### config.mk
export PLATFORM = sky130hd
export DESIGN_NAME = sar_adc_ctrl
export DESIGN_NICKNAME = d
export VERILOG_FILES = /design/src/rtl/sar_adc_ctrl.sv
export SDC_FILE = /design/constraint.sdc
export NUM_CORES = 1
export LEC_CHECK = 0
export BUFFER_PORTS_ARGS = -buffer_cell sky130_fd_sc_hd__buf_4
export CORE_MARGIN = 2
export CORE_UTILIZATION = 57
export CTS_CLUSTER_DIAMETER = 120
export DETAILED_ROUTE_END_ITERATION = 12
export GPL_TIMING_DRIVEN = 1
export PLACE_DENSITY = 0.81
export SETUP_SLACK_MARGIN = 0.1
export SLEW_MARGIN = 40
export SYNTH_ARGS = -nofsm -noshare
export SYNTH_HDL_FRONTEND = slang
export SYNTH_SLANG_ARGS = --single-unit
export TNS_END_PERCENT = 50
### constraint.sdc
create_clock -name clk -period 3.7 [get_ports clk]
set_input_delay 0.925 -clock clk [delete_from_list [all_inputs] [get_ports clk]]
set_output_delay 0.925 -clock clk [all_outputs]
set_load 0.02 [all_outputs]
### src/rtl/sar_adc_ctrl.sv
// Successive-approximation ADC controller: drives trial codes onto the R2R ladder,
// samples the synchronized comparator and hands each result downstream.
module sar_adc_ctrl #(
   parameter int WIDTH         = 8,
   parameter int SETTLE_CYCLES = 4,
   parameter int SYNC_STAGES   = 2
) (
   input  logic             clk,
   input  logic             reset,
   input  logic             r2r_enable,
   input  logic             start,
   input  logic             comp_in,
   output logic [WIDTH-1:0] dac_code,
   output logic             busy,
   output logic [WIDTH-1:0] sample,
   output logic             sample_valid,
   input  logic             sample_ready
);

   // Ladder settle time plus comparator synchronizer delay, per trial bit.
   localparam int T     = SETTLE_CYCLES + SYNC_STAGES;
   localparam int CNT_W = $clog2(T + 1);
   localparam int IDX_W = (WIDTH > 1) ? $clog2(WIDTH) : 1;

   typedef enum logic [1:0] {IDLE, SETTLE, COMPARE, DONE} state_t;

   state_t                 state;
   logic [SYNC_STAGES-1:0] sync_q;
   logic                   comp_s;
   logic [CNT_W-1:0]       settle_cnt;
   logic [IDX_W-1:0]       bit_idx;
   logic [WIDTH-1:0]       cur_mask;
   logic [WIDTH-1:0]       code_kept;

   always_ff @(posedge clk or posedge reset) begin
      if (reset) sync_q <= '0;
      else       sync_q <= {sync_q[SYNC_STAGES-2:0], comp_in};
   end

   assign comp_s    = sync_q[SYNC_STAGES-1];
   assign cur_mask  = WIDTH'(1) << bit_idx;
   assign code_kept = comp_s ? dac_code : (dac_code & ~cur_mask);
   assign busy      = (state == SETTLE) || (state == COMPARE);

   // Handshake: sample/sample_valid stay stable while sample_valid is high, and the
   // result transfers on the rising edge where sample_valid && sample_ready.
   always_ff @(posedge clk or posedge reset) begin
      if (reset) begin
         state        <= IDLE;
         dac_code     <= '0;
         sample       <= '0;
         sample_valid <= 1'b0;
         settle_cnt   <= '0;
         bit_idx      <= '0;
      end else begin
         case (state)
            IDLE: begin
               dac_code <= '0;
               if (start && r2r_enable) begin
                  bit_idx    <= IDX_W'(WIDTH - 1);
                  dac_code   <= WIDTH'(1) << (WIDTH - 1);
                  settle_cnt <= CNT_W'(T - 1);
                  state      <= SETTLE;
               end
            end
            SETTLE: begin
               if (!r2r_enable) begin
                  dac_code <= '0;
                  state    <= IDLE;
               end else if (settle_cnt == '0) begin
                  state <= COMPARE;
               end else begin
                  settle_cnt <= settle_cnt - CNT_W'(1);
               end
            end
            COMPARE: begin
               if (!r2r_enable) begin
                  dac_code <= '0;
                  state    <= IDLE;
               end else if (bit_idx != '0) begin
                  dac_code   <= code_kept | (cur_mask >> 1);
                  bit_idx    <= bit_idx - IDX_W'(1);
                  settle_cnt <= CNT_W'(T - 1);
                  state      <= SETTLE;
               end else begin
                  dac_code     <= code_kept;
                  sample       <= code_kept;
                  sample_valid <= 1'b1;
                  state        <= DONE;
               end
            end
            DONE: begin
               // r2r_enable deliberately ignored so a finished result is never dropped.
               if (sample_ready) begin
                  sample_valid <= 1'b0;
                  dac_code     <= '0;
                  state        <= IDLE;
               end
            end
            default: state <= IDLE;
         endcase
      end
   end

endmodule

Yosys cells after proc, flatten, opt, wreduce, memory -nomap -nowiden:

Index checks and enable logic that the tools add are counted.

* $add $sub $neg: 2
* eq/ne operators: 12
* shifts and indexed selects: 1
* muxes and demuxes: 28
* bitwise logic cells: 4
* reductions and logical operators: 14

Operators with widths (number)
* 8-bit two-way mux: 6
* 8-bit case mux with 4 select lines: 1
* 3-bit two-way mux: 8
* 2-bit != test (second input constant): 7
* 2-bit two-way mux: 6
* 3-bit case mux with 3 select lines: 1
* 8-bit bitwise AND: 1
* 8-bit inverter: 1
* 8-bit by 7-bit bitwise OR with 8-bit output: 1
* 2-bit case mux with 4 select lines: 1
* 4-bit AND reduction: 2
* 1-bit by 3-bit << shifter with 8-bit output (first input constant): 1
* 3-bit case mux with 2 select lines: 1
* 3-bit AND reduction: 2
* 6-bit AND reduction: 1
* 3-bit nonzero test: 2
* 3-bit by 1-bit subtractor with 3-bit output (second input constant): 2
* 2-bit == test (second input constant): 2
* 2-bit nonzero test: 2
* 3-bit logical NOT: 1
* 1-bit two-way mux: 3
* 3-bit by 2-bit != test with 1-bit output (second input constant): 1
* 2-bit by 1-bit == test with 1-bit output (second input constant): 1
* 2-bit logical NOT: 1
* other kinds (6): 6

* register bits after elaboration: 27
* input bits: 6
* output and inout port bits: 18
* logic and storage cells: 68

Longest topological paths before layout:

* depth in word-level cells: 8
* mapped depth: 7
* mapped depth without buffers: 6

Worst setup path after synthesis:

OpenSTA, ideal clock, no wires.

* path kind: input to register
* start point: input port r2r_enable
* end point: register settle_cnt[0]
* data arrival time: 1.896 ns
* data required time: 3.572 ns
* slack: 1.677 ns
* stages: 5
* cells stage by stage: buf_6 inv_4 o21a_4 nor4_4 mux2_1

* cells in the longest elaborated chain, start to end: 3

Ends and longest elaborated chain
* start, declared: RTL line 10 `input logic r2r_enable,`
* 1-bit logical AND: RTL line 59 `if (start && r2r_enable) begin`
* 2-bit != test (no line)
* 6-bit AND reduction (no line) (*)
* end signal, assigned: RTL line 62 `settle_cnt <= CNT_W'(T - 1);`
* end signal, assigned: RTL line 73 `settle_cnt <= settle_cnt - CNT_W'(1);`
* end signal, assigned: RTL line 83 `settle_cnt <= CNT_W'(T - 1);`
* end, declared: RTL line 30 `logic [CNT_W-1:0] settle_cnt;`

Mark *: on every way between the ends. The rest lies on a longest branch, timed or not.
A chain may end at the register's enable or synchronous reset.

Worst setup path in the final report:

* start point: register state[1]
* end point: output port busy

* cells in the longest elaborated chain, start to end: 2

Ends and longest elaborated chain
* start, declared: RTL line 27 `state_t state;`
* start signal, assigned: RTL line 49 `state <= IDLE;`
* start signal, assigned: RTL line 63 `state <= SETTLE;`
* start signal, assigned: RTL line 69 `state <= IDLE;`
* 2-bit by 1-bit == test with 1-bit output / 2-bit == test (equally long branches): RTL line 43 `assign busy = (state == SETTLE) || (state == COMPARE);`
* 1-bit logical OR (*): RTL line 43
* end, declared: RTL line 14 `output logic busy,`

Marks and branches as above.

==> results.json <==
{
  "cts_tree": "built",
  "layout-drive-gt1-share_pct": 20.7,
  "vias": 1186,
  "cp_slowest_cell": "dfrtp_1",
  "hold_viol": 0,
  "final_core_util_pct": 69.0,
  "crit_required_ps": 2770,
  "route.detailed.drc": 0,
  "initial_utilization_pct": 60.5,
  "cts_made_buffers": 3,
  "wl_per_cell_um": 13.9,
  "worst_ep_arrival_time_ps": 1300,
  "syn_area_um2": 1500,
  "fin_setup_tns_ps": 0,
  "syn_area_per_cell_um2": 9.61,
  "finalSetupViolCount": 0,
  "crit_path_max_incr_delay_ps": 440,
  "hp-class": "reg2reg",
  "synth_seq_cells": 27,
  "core_um2": 2480,
  "dieHeight_um": 55.3,
  "top_layer": "met4",
  "dpl.hpwl_mm": 2.22,
  "port_buffers": 23,
  "worst_pin_slew_ps": 655,
  "row_count": 18,
  "period_minus_slack_ps": 2220,
  "clock_skew_ps": 1.39,
  "post-place-ws_ps": 1540,
  "power_leakage_uw": 0.000790,
  "hp-start": "sync_q[0]$_DFF_PP0_",
  "netlist_instances": 156,
  "cts_setup_buffers": 0,
  "synth_ff_type": "dfrtp_1",
  "status": "finished, final reports clean",
  "grt_max_degree": 28,
  "drt-initial-drc-count": 35,
  "die_area_um2": 3060,
  "power_uw": 818,
  "ctsResizeCount": 0,
  "grt_first_pass_wirelength_mm": 4.97,
  "diodes": 0,
  "synth_cell_types": 36,
  "startpoint": "state[1]$_DFFE_PP0P_",
  "antenna_left": 0,
  "place_congestion": 0.893,
  "synth_top_area_share_pct": 45.1,
  "final_max_slew_viol_count": 0,
  "met2WireLength_mm": 1.52,
  "critical_path_class": "reg2out",
  "period_share_pct": 60.1,
  "root_buffer": "clkbuf_4",
  "seq_area_frac_synth_pct": 45.1,
  "dr_wl_met3_um": 171,
  "htree_levels": 1,
  "crit_chain": "inv_1 -> ha_1 -> buf_4",
  "cts.sinks": 27,
  "drt-met1-wl_mm": 1.20,
  "worst_slack_ps": 1480,
  "drt-total-wl_mm": 2.90,
  "async_flop_share_pct": 100,
  "rsz0062_at_grt": "no",
  "yosys_warnings": 0,
  "startpoint_type": "flop",
  "ys_top_cells_by_area": "dfrtp_1, ha_1, nand2_1, o21ai_0, a22oi_1",
  "rr_startpoint": "bit_idx[0]$_DFFE_PP0P_",
  "area_growth_pct": 14.0,
  "cp_max_fo": 4,
  "die_w_um": 55.3,
  "grt_pass1_vias": 1117,
  "p_per_area_nw_per_um2": 479,
  "syn-num-nets": 174,
  "fin_nets": 198,
  "top_level_ports": 24,
  "relSlewSlack_pct": 56.0,
  "clk_latency_ps": 310,
  "max_freq_mhz": 450,
  "cts.path.max_buffers": 2,
  "firstDrtPassIters": 4,
  "synth_edf_count": 0,
  "clkSlewWorstSetupHoldPaths_ps": 140,
  "ctsHoldBuffers": 0,
  "yosys.area.top_type": "dfrtp_1",
  "antenna_found_initial": 0,
  "drv_cap": 0,
  "viasPerCell": 5.67,
  "track_usage_pct": 19.8,
  "synth_top_cells_by_count": "nand2_1, dfrtp_1, o21ai_0, ha_1, inv_1",
  "peakVddDrop_uv": 463,
  "crit_path_end_kind": "primary output",
  "grt_overflow": 0,
  "synth.most_common_cell": "nand2_1"
}
## flip-flops by register name (all words and copies together), names as in the netlist
name / flops
state: 2
sample_valid: 1
sample: 8
bit_idx: 3
sync_q: 2
dac_code: 8
settle_cnt: 3
## worst max-delay path: cells and delay by family (launching register included)
kind	cells	cell delay, ps
flip-flops	1	440
adder cells (fa/ha/maj)	1	280
buffers and inverters	2	270
## routing by layer
layer  global-route usage, %  vias to the layer above
li1                        -                      578
met1                    24.7                      568
met2                    35.7                       38
met3                    2.81                        2
met4                    5.23                        0
met5                       0                        -
## logic make-up (layout without fill, tap and decap cells)
logic type | after synthesis | after routing | share of synthesized area (%)
mux | 6 | 6 | 4.26
buf+inv | 15 | 38 | 4.68
fa+ha+maj | 12 | 12 | 10.0
compound gates | 38 | 38 | 16.9
flops | 27 | 27 | 45.1
simple gates | 58 | 58 | 19.1
## final timing paths
kind | endpoint | slack [ps] | depth (start not counted)
max in group asynchronous | dac_code[0]$_DFFE_PP0P_ | 2690 | 2
setup / recovery | busy | 1480 | 3
min in group asynchronous | sync_q[1]$_DFF_PP0_ | 640 | 2
hold / removal | sync_q[1]$_DFF_PP0_ | 370 | 0
hold reg to reg | sync_q[1]$_DFF_PP0_ | 370 | 0
setup reg to reg | settle_cnt[0]$_DFFE_PP0P_ | 1710 | 6
## cell type report
type	instances	area, µm²
Sequential cell	27	676
Timing Repair Buffer	23	173
Inverter	11	43.8
Multi-Input combinational cell	114	753
Tap cell	30	37.5
Fill cell	202	768
Clock buffer	4	26.3
## report_power, final
group          total (µW)  internal (µW)  switching [µW]
Clock                 125           42.1            83.3
Combinational         339            143             195
Sequential            354            327            27.9
Total                 818            512             306
## cell usage in the layout (no fill, tap or decap), types with 3 or more instances in the layout
master and instances:
clkbuf_4 3, buf_4 23, nand2b_1 4, inv_1 9, ha_1 12, mux2i_1 3
o21ai_0 15, nand2_1 37, a22oi_1 6, nor2b_1 3, nor2_1 4, dfrtp_1 27
a21oi_1 3
## metrics by stage
stage | hold slack [ps] | instances | area [µm²]
after global placement | 333 | 205 | 1680
final | 373 | 209 | 1710
after detailed placement | 342 | 205 | 1680
after global routing | 383 | 209 | 1710
after floorplan | 331 | 156 | 1500
after CTS | 374 | 209 | 1710
Note: power is estimated with default switching activity, not from simulation.
